### src/rtl/mips_pkg.sv
// Shared definitions for the shift sequencer: FSM state encoding and the
// shift-amount width.
package mips_pkg;

  localparam int SHAMT_W = 5;

  typedef enum logic [1:0] {
    IDLE  = 2'd0,
    SHIFT = 2'd1,
    DONE  = 2'd2
  } state_t;

endpackage

### src/rtl/shift_sequencer_if.sv
// Request/response bus of the shift sequencer. The dir signal exists only
// when SHIFT_SEQUENCER_RIGHT_EN is defined.
interface shift_sequencer_if
  import mips_pkg::*;
#(
  parameter int width = 32
);

  logic               start;
  logic [width-1:0]   in;
  logic [SHAMT_W-1:0] shamt;
`ifdef SHIFT_SEQUENCER_RIGHT_EN
  logic               dir;
`endif
  logic               ready;
  logic               done;
  logic [width-1:0]   out;

`ifdef SHIFT_SEQUENCER_RIGHT_EN
  modport master (output start, in, shamt, dir, input ready, done, out);
  modport slave  (input start, in, shamt, dir, output ready, done, out);
`else
  modport master (output start, in, shamt, input ready, done, out);
  modport slave  (input start, in, shamt, output ready, done, out);
`endif

endinterface

### src/rtl/shift_left_twice.sv
// Combinational left shift by two with zero fill.
module shift_left_twice #(
  parameter int width = 32
) (
  input  logic [width-1:0] in,
  output logic [width-1:0] out
);

  assign out = {in[width-3:0], 2'b00};

endmodule

### src/rtl/shift_sequencer.sv
// Multi-cycle barrel-free shifter: shifts an operand by up to 31 bits,
// two bits per cycle (one bit for an odd remainder), then presents the
// result with a one-cycle done pulse.
// Optional feature: define SHIFT_SEQUENCER_RIGHT_EN to add a dir input
// selecting logical right shifts with the same schedule.
module shift_sequencer
  import mips_pkg::*;
#(
  parameter int width = 32
) (
  input  logic             clk,
  input  logic             rst,
  shift_sequencer_if.slave bus
);

  state_t             state, state_next;
  logic [width-1:0]   acc, acc_next, acc_sl2;
  logic [width-1:0]   out_reg, out_next;
  logic [SHAMT_W-1:0] rem, rem_next;
  logic               done_reg, done_next;
`ifdef SHIFT_SEQUENCER_RIGHT_EN
  logic               dir_reg, dir_next;
`endif

  shift_left_twice #(.width(width)) u_sl2 (
    .in  (acc),
    .out (acc_sl2)
  );

  // Next-state and datapath update; the unused encoding 2'd3 behaves as IDLE.
  always_comb begin
    state_next = state;
    acc_next   = acc;
    rem_next   = rem;
    out_next   = out_reg;
    done_next  = 1'b0;
`ifdef SHIFT_SEQUENCER_RIGHT_EN
    dir_next   = dir_reg;
`endif
    case (state)
      SHIFT: begin
        if (rem >= SHAMT_W'(2)) begin
`ifdef SHIFT_SEQUENCER_RIGHT_EN
          acc_next = dir_reg ? (acc >> 2) : acc_sl2;
`else
          acc_next = acc_sl2;
`endif
          rem_next = rem - SHAMT_W'(2);
        end else begin
`ifdef SHIFT_SEQUENCER_RIGHT_EN
          acc_next = dir_reg ? (acc >> 1) : {acc[width-2:0], 1'b0};
`else
          acc_next = {acc[width-2:0], 1'b0};
`endif
          rem_next = '0;
        end
        if (rem_next == '0) state_next = DONE;
      end
      DONE: begin
        out_next   = acc;
        done_next  = 1'b1;
        state_next = IDLE;
      end
      default: begin
        state_next = IDLE;
        if (bus.start) begin
          acc_next   = bus.in;
          rem_next   = bus.shamt;
          out_next   = '0;
          state_next = (bus.shamt == '0) ? DONE : SHIFT;
`ifdef SHIFT_SEQUENCER_RIGHT_EN
          dir_next   = bus.dir;
`endif
        end
      end
    endcase
  end

  // State and datapath registers; reset clears everything and aborts any operation.
  always_ff @(posedge clk) begin
    if (rst) begin
      state    <= IDLE;
      acc      <= '0;
      rem      <= '0;
      out_reg  <= '0;
      done_reg <= 1'b0;
`ifdef SHIFT_SEQUENCER_RIGHT_EN
      dir_reg  <= 1'b0;
`endif
    end else begin
      state    <= state_next;
      acc      <= acc_next;
      rem      <= rem_next;
      out_reg  <= out_next;
      done_reg <= done_next;
`ifdef SHIFT_SEQUENCER_RIGHT_EN
      dir_reg  <= dir_next;
`endif
    end
  end

  assign bus.ready = (state != SHIFT) && (state != DONE);
  assign bus.done  = done_reg;
  assign bus.out   = out_reg;

endmodule
### src/flat_wrapper.sv
// flat-port wrapper written by rule: the top's interface ports become plain ports
module shift_sequencer_flat import mips_pkg::*;
#(
  parameter int width = 32
)
  (clk, rst, bus_start, bus_in, bus_shamt, bus_ready, bus_done, bus_out);
  shift_sequencer_if #(.width(width)) bus_i ();
  input  logic clk;
  input  logic rst;
  input wire logic [$bits(bus_i.start)-1:0] bus_start;
  input wire logic [$bits(bus_i.in)-1:0] bus_in;
  input wire logic [$bits(bus_i.shamt)-1:0] bus_shamt;
  output wire logic [$bits(bus_i.ready)-1:0] bus_ready;
  output wire logic [$bits(bus_i.done)-1:0] bus_done;
  output wire logic [$bits(bus_i.out)-1:0] bus_out;
  assign bus_i.start = bus_start;
  assign bus_i.in = bus_in;
  assign bus_i.shamt = bus_shamt;
  assign bus_ready = bus_i.ready;
  assign bus_done = bus_i.done;
  assign bus_out = bus_i.out;
  shift_sequencer #(.width(width)) u_core (.clk(clk), .rst(rst), .bus(bus_i));
endmodule
### config.mk
export PLATFORM = sky130hd
export DESIGN_NAME = shift_sequencer_flat
export DESIGN_NICKNAME = d
export VERILOG_FILES = /design/src/rtl/mips_pkg.sv /design/src/rtl/shift_sequencer_if.sv /design/src/rtl/shift_left_twice.sv /design/src/rtl/shift_sequencer.sv /design/src/flat_wrapper.sv
export SDC_FILE = /design/constraint.sdc
export NUM_CORES = 1
export LEC_CHECK = 0
export ABC_AREA = 0
export CAP_MARGIN = 10
export CORE_UTILIZATION = 51
export CTS_BUF_LIST = sky130_fd_sc_hd__clkbuf_4 sky130_fd_sc_hd__clkbuf_8 sky130_fd_sc_hd__clkbuf_16
export CTS_CLUSTER_SIZE = 8
export DETAILED_ROUTE_END_ITERATION = 10
export PLACE_DENSITY = 0.88
export RECOVER_POWER = 50
export SLEW_MARGIN = 20
export SYNTH_ARGS = -nofsm -noshare
export SYNTH_HDL_FRONTEND = slang
export SYNTH_SLANG_ARGS = --single-unit
### constraint.sdc
create_clock -name clk -period 2.21 [get_ports clk]
set_input_delay 0.663 -clock clk [delete_from_list [all_inputs] [get_ports clk]]
set_output_delay 0.663 -clock clk [all_outputs]
set_load 0.02 [all_outputs]
==> out/qor.yml, run 1 <==
vias: 3540
fin_worst_skew_ns: 0.00651
gp_congestion: 0.868
cp_data_arrival_time_ns: 1.47
fin_nets: 524
cts.sinks: 72
maxCapViolCount: 0
slowest_stage: "dfxtp_1"
synth_cell_types: 39
grtUsageTotal: 0.273
grt_pass1_wl_um: 15600
fin_ws_ns: 0.0774
synth.most_common_cell: "dfxtp_1"
overflow: 0
wire_per_inst_um: 16.9
setup_violations: 0
timing.setup.tns_ns: 0
seq_area_um2: 1440
required_ns: 1.55
multi_input_area_um2: 1820
synth_compound_area_frac: 0.252
initial_core_util: 0.538
syn_inst: 425
chipWidth_um: 84.5
rows: 29
core-area_um2: 6460
clkTransAtPathRegs_ns: 0.07
cts_buffers: 9
fillers: 513
cts_root_buffer: "clkbuf_8"
ir_drop_uv: 629
crit_chain: "inv_1 > ha_1 > dlygate4sd2_1"
p_leak_nw: 1.58
cp_top_family: "buffers and inverters"
relSlewSlack: 0.408
antenna_left: 0
syn_to_final_growth_pct: 29.0
die_area_um2: 7140
min_period_over_period: 0.965
critPathMaxStageDelay_ns: 0.36
max_freq_ghz: 0.469
yosys-top-cells-count: "72 x dfxtp_1, 68 x nor2_1, 54 x nand3_1"
ys_seq_area_frac: 0.415
crit_fanout: 3
crit_type: "flip-flop to output pin"
async_reset_ff_frac: 0
yosys_warnings: 0
synth_edf_count: 0
synth-simple-area-share: 0.237
antenna_found_initial: 0
synth_area_leader_cell: "dfxtp_1"
synth_top_area_share: 0.415
worst_pin_slew_ns: 0.888
clock_latency_ns: 0.35
worst-path-buf-inv: 2
io_buffers: 73
remaining_drc_errors: 7
dpl.hpwl_um: 6180
fin_cells: 563
synth_xor_area_frac: 0.00252
numPlacedInstances: 547
grt_max_degree: 39
violations: "design-rule violations"
synth_top_family_by_area: "compound AO/OA/AOI/OAI gates"
synthTopCellsByArea: "dfxtp_1 42%, nand3_1 7.8%, nor2_1 7.4%"
synth_area_um2: 3470
p_per_area_nw_per_um2: 781
grt_pass1_vias: 3229
critPathLaunchType: "flip-flop"
rsz0062_at_grt: "false"
finalHoldViolCount: 0
first_iter_violations: 383
cts_tree: "yes"
finalMaxSlewViolations: 0
clock_path_buffers: 2
synth_mux_area_frac: 0.0130
fp.dieH_um: 84.5
pre_cts_ws_ns: -0.0850
viasPerCell: 6.29
synth_nets: 468
syn_avg_cell_area_um2: 8.17
ctsHoldBuffers: 0
htreeDepth: 3
routed_wirelength_um: 9530
finalPower_mw: 3.50
fin_crit_ns: 2.13
status: "finished with violations"
synthAdderAreaFrac: 0.0108
end_kind: "output pin"
layout-drive-gt1-share: 0.0844
io_pins: 74
synth_flop_cell: "dfxtp_1"
n_antenna_cell: 0
hp-class: "flip-flop to flip-flop"
firstDrtPassIters: 8
ys_seq_elements: 72
post-route-util: 0.694
==> metal layers <==
layer | track usage | routed length [um] | share of wire | vias up
met5 | 0 | 0 | 0 | -
met4 | 0.108 | 163 | 0.017 | 0
met3 | 0.0728 | 678 | 0.071 | 21
met2 | 0.435 | 4660 | 0.49 | 162
met1 | 0.353 | 4030 | 0.42 | 1686
li1 | - | - | - | 1671
==> layout make-up <==
class / count / area share
Clock inverter: 6 / 0.0240
Multi-Input combinational cell: 303 / 0.406
Timing Repair Buffer: 89 / 0.192
Clock buffer: 10 / 0.0293
Sequential cell: 72 / 0.322
Inverter: 6 / 0.00503
Tap cell: 77 / 0.0215
==> through the flow <==
| step | area (um^2) | hold slack, ns |
|---|---|---|
| 2_1_floorplan | 3470 | 0.456 |
| 3_3_place_gp | 4270 | 0.473 |
| 3_5_place_dp | 4270 | 0.489 |
| 4_1_cts | 4500 | 0.507 |
| 5_1_grt | 4480 | 0.530 |
| 6_report | 4480 | 0.496 |
==> report_power, final <==
part | switching, mW | internal [mW] | total [mW]
Clock | 0.498 | 0.758 | 1.26
Combinational | 0.456 | 0.310 | 0.766
Sequential | 0.0941 | 1.38 | 1.48
==> final timing paths <==
| kind | startpoint | endpoint | slack [ns] | cells after the start |
|---|---|---|---|---|
| max | u_core.state[0] | bus_ready | 0.08 | 3 |
| min | u_core.state[0] | u_core.state[0] | 0.50 | 2 |
| max reg2reg | u_core.rem[2] | u_core.acc[12] | 0.12 | 7 |
| min reg2reg | u_core.state[0] | u_core.state[0] | 0.50 | 2 |
==> worst reg2reg max path: stages (launching register included) <==
cell and delay [ns]:
dfxtp_1 0.38, inv_1 0.09, ha_1 0.29, or3b_4 0.44, buf_4 0.25, o21ai_1 0.20
nand3_1 0.10, a32o_1 0.24
==> timing repair <==
item	4_1_cts	5_1_grt
setup endpoints to repair	1	0
gates resized for setup	1	0
setup buffers	0	0
==> cells in the final DEF (no fill, tap or decap), types with 3 or more instances in the layout <==
cell | synthesis | final
a32o_1 | 24 | 24
dfxtp_1 | 72 | 72
a22oi_1 | 32 | 32
a21o_1 | 7 | 7
mux2i_1 | 3 | 3
clkbuf_8 | 0 | 9
o21ai_1 | 26 | 25
a211oi_1 | 3 | 3
clkdlybuf4s50_1 | 0 | 57
nor3b_1 | 7 | 7
o21ai_0 | 8 | 9
nand3_1 | 54 | 54
nor2_1 | 68 | 68
a21oi_1 | 17 | 17
nand2_1 | 4 | 4
inv_1 | 5 | 5
nor3_1 | 26 | 26
bufinv_16 | 0 | 3
buf_4 | 3 | 11
dlygate4sd3_1 | 0 | 14
==> kinds of logic (layout without fill, tap and decap cells) <==
family          count (synthesis)  after routing
simple gates                  171            171
compound gates                124            124
xor+xnor                        1              1
mux                             4              4
flops                          72             72
fa+ha+maj                       3              3
buf+inv                        50            111
Note: power is estimated with default switching activity, not from simulation.
==> run 2: changes to the inputs <==
- SETUP_SLACK_MARGIN: unset -> 0.02
==> run 2 against run 1 <==
Net effect:
- critical endpoint unchanged
- sequential power barely moved
- the flow still finishes with violations (design-rule violations)
- non-clock buffer count stayed put
- register-to-register slack hardly changed
==> out/qor.yml, run 2 (same netlist as run 1, synthesis figures left out) <==
status: "finished with violations"  # unchanged
violations: "design-rule violations"  # unchanged
viasPerCell: 6.29  # about the same
clkTransAtPathRegs_ns: 0.07  # about the same
critPathLaunchType: "flip-flop"  # unchanged
layout_commonest_cell: "dfxtp_1"  # unchanged
crit_fanout: 3  # unchanged
min_period_over_period: 0.954  # was 0.965
cts.sinks: 72  # unchanged
p_clk_frac: 0.359  # about the same
vias: 3541  # was 3540
clock_path_buffers: 2  # unchanged
n_antenna_cell: 0  # unchanged
numPlacedInstances: 547  # unchanged
core-area_um2: 6460  # unchanged
clock_latency_ns: 0.35  # about the same
rows: 29  # unchanged
gp_congestion: 0.868  # unchanged
cts_buffers: 9  # unchanged
hp-class: "flip-flop to flip-flop"  # unchanged
swShare: 0.299  # about the same
grt_pass1_wl_um: 15600  # unchanged
final_cell_mix: "72 x dfxtp_1, 68 x nor2_1, 57 x clkdlybuf4s50_1"  # unchanged
io_buffers: 73  # unchanged
fin_crit_ns: 2.11  # was 2.13 ns
setup_violations: 0  # unchanged
finalMaxSlewViolations: 0  # unchanged
max_freq_ghz: 0.475  # was 0.469 GHz
grt_max_degree: 39  # unchanged
htreeDepth: 3  # unchanged
slowest_stage: "dfxtp_1"  # unchanged
die_area_um2: 7140  # unchanged
combPwrFrac: 0.219  # about the same
seqPwrFrac: 0.422  # about the same
cts_root_buffer: "clkbuf_8"  # unchanged
antenna_found_initial: 0  # unchanged
routed_wirelength_um: 9510  # was 9530 um
first_iter_violations: 383  # unchanged
chipWidth_um: 84.5  # unchanged
grt_pass1_vias: 3229  # unchanged
fillers: 512  # was 513
rsz0062_at_grt: "false"  # unchanged
dpl.hpwl_um: 6180  # unchanged
relSlewSlack: 0.407  # was 0.408
final_cell_area_um2: 4480  # about the same
post_cts_buffers: 0  # unchanged
remaining_drc_errors: 7  # unchanged
cp_data_arrival_time_ns: 1.44  # was 1.47 ns
initial_core_util: 0.538  # unchanged
firstDrtPassIters: 8  # unchanged
overflow: 0  # unchanged
fin_cells: 563  # unchanged
wire_per_inst_um: 16.9  # about the same
internal_power_mw: 2.45  # about the same
finalPower_mw: 3.50  # about the same
power.switching_mw: 1.05  # about the same
layout-drive-gt1-share: 0.0844  # unchanged
p_per_area_nw_per_um2: 781  # about the same
finalHoldViolCount: 0  # unchanged
crit_chain: "inv_1 > ha_1 > clkdlybuf4s15_1"  # was inv_1 > ha_1 > dlygate4sd2_1
io_pins: 74  # unchanged
critPathMaxStageDelay_ns: 0.36  # about the same
ir_drop_uv: 629  # about the same
cts_tree: "yes"  # unchanged
syn_to_final_growth_pct: 29.0  # about the same
antenna_left: 0  # unchanged
fin_worst_skew_ns: 0.00647  # was 0.00651 ns
fp.dieH_um: 84.5  # unchanged
maxCapViolCount: 0  # unchanged
p_leak_nw: 1.58  # about the same
place_area_um2: 4270  # unchanged
crit_type: "flip-flop to output pin"  # unchanged
grtUsageTotal: 0.273  # unchanged
worst_pin_slew_ns: 0.889  # was 0.888 ns
end_kind: "output pin"  # unchanged
required_ns: 1.55  # about the same
fin_nets: 524  # unchanged
[run 2: timing repair]
item,in CTS,in global routing
setup endpoints to repair,1,1
resized for setup,1,1
hold buffers,0,0
gates cloned,0,0
[run 2: worst paths after layout]
check	start	to	slack [ns]	depth (start not counted)
max	u_core.state[0]	bus_ready	0.10	3
max reg2reg	u_core.rem[2]	u_core.acc[12]	0.12	7
min reg2reg	u_core.state[0]	u_core.state[0]	0.50	2
min	u_core.state[0]	u_core.state[0]	0.50	2
[run 2: routing by layer]
| metal | GRT usage | routed length (um) |
|---|---|---|
| met3 | 0.0728 | 706 |
| met5 | 0 | 0 |
| met4 | 0.108 | 189 |
| met2 | 0.435 | 4640 |
| met1 | 0.353 | 3980 |
[run 2: critical path, delay by kind of cell, from the launching register on]
family	cells	cell delay, ns
flops	1	0.36
fa+ha+maj	1	0.34
buf+inv	2	0.39
[run 2: layout make-up]
class                      instances  area, um^2  area share
clock buffer                      10         131      0.0293
multi-input combinational        303        1820       0.406
inverter                           6        22.5     0.00503
timing repair buffer              89         863       0.193
sequential                        72        1440       0.322
clock inverter                     6         108      0.0240
tap                               77        96.3      0.0215
[run 2: power groups by stage]
stage | clock network, mW | logic [mW] | registers [mW]
global placement | 0 | 0.741 | 1.50
floorplan | 0 | 0.550 | 1.48
finish | 1.26 | 0.765 | 1.48
detailed placement | 0 | 0.765 | 1.50
global route | 1.32 | 0.838 | 1.49
CTS | 1.27 | 0.769 | 1.47
[run 2: stage by stage]
stage / setup TNS, ns / setup WS [ns] / hold slack (ns) / util
2_1_floorplan: 0 / 0.428 / 0.456 / -
3_5_place_dp: -0.0850 / -0.0850 / 0.489 / 0.660
6_report: 0 / 0.103 / 0.496 / 0.694
4_1_cts: 0 / 0.0503 / 0.507 / 0.697
3_3_place_gp: -0.0190 / -0.0190 / 0.473 / 0.660
5_1_grt: 0 / 0.0205 / 0.530 / 0.694
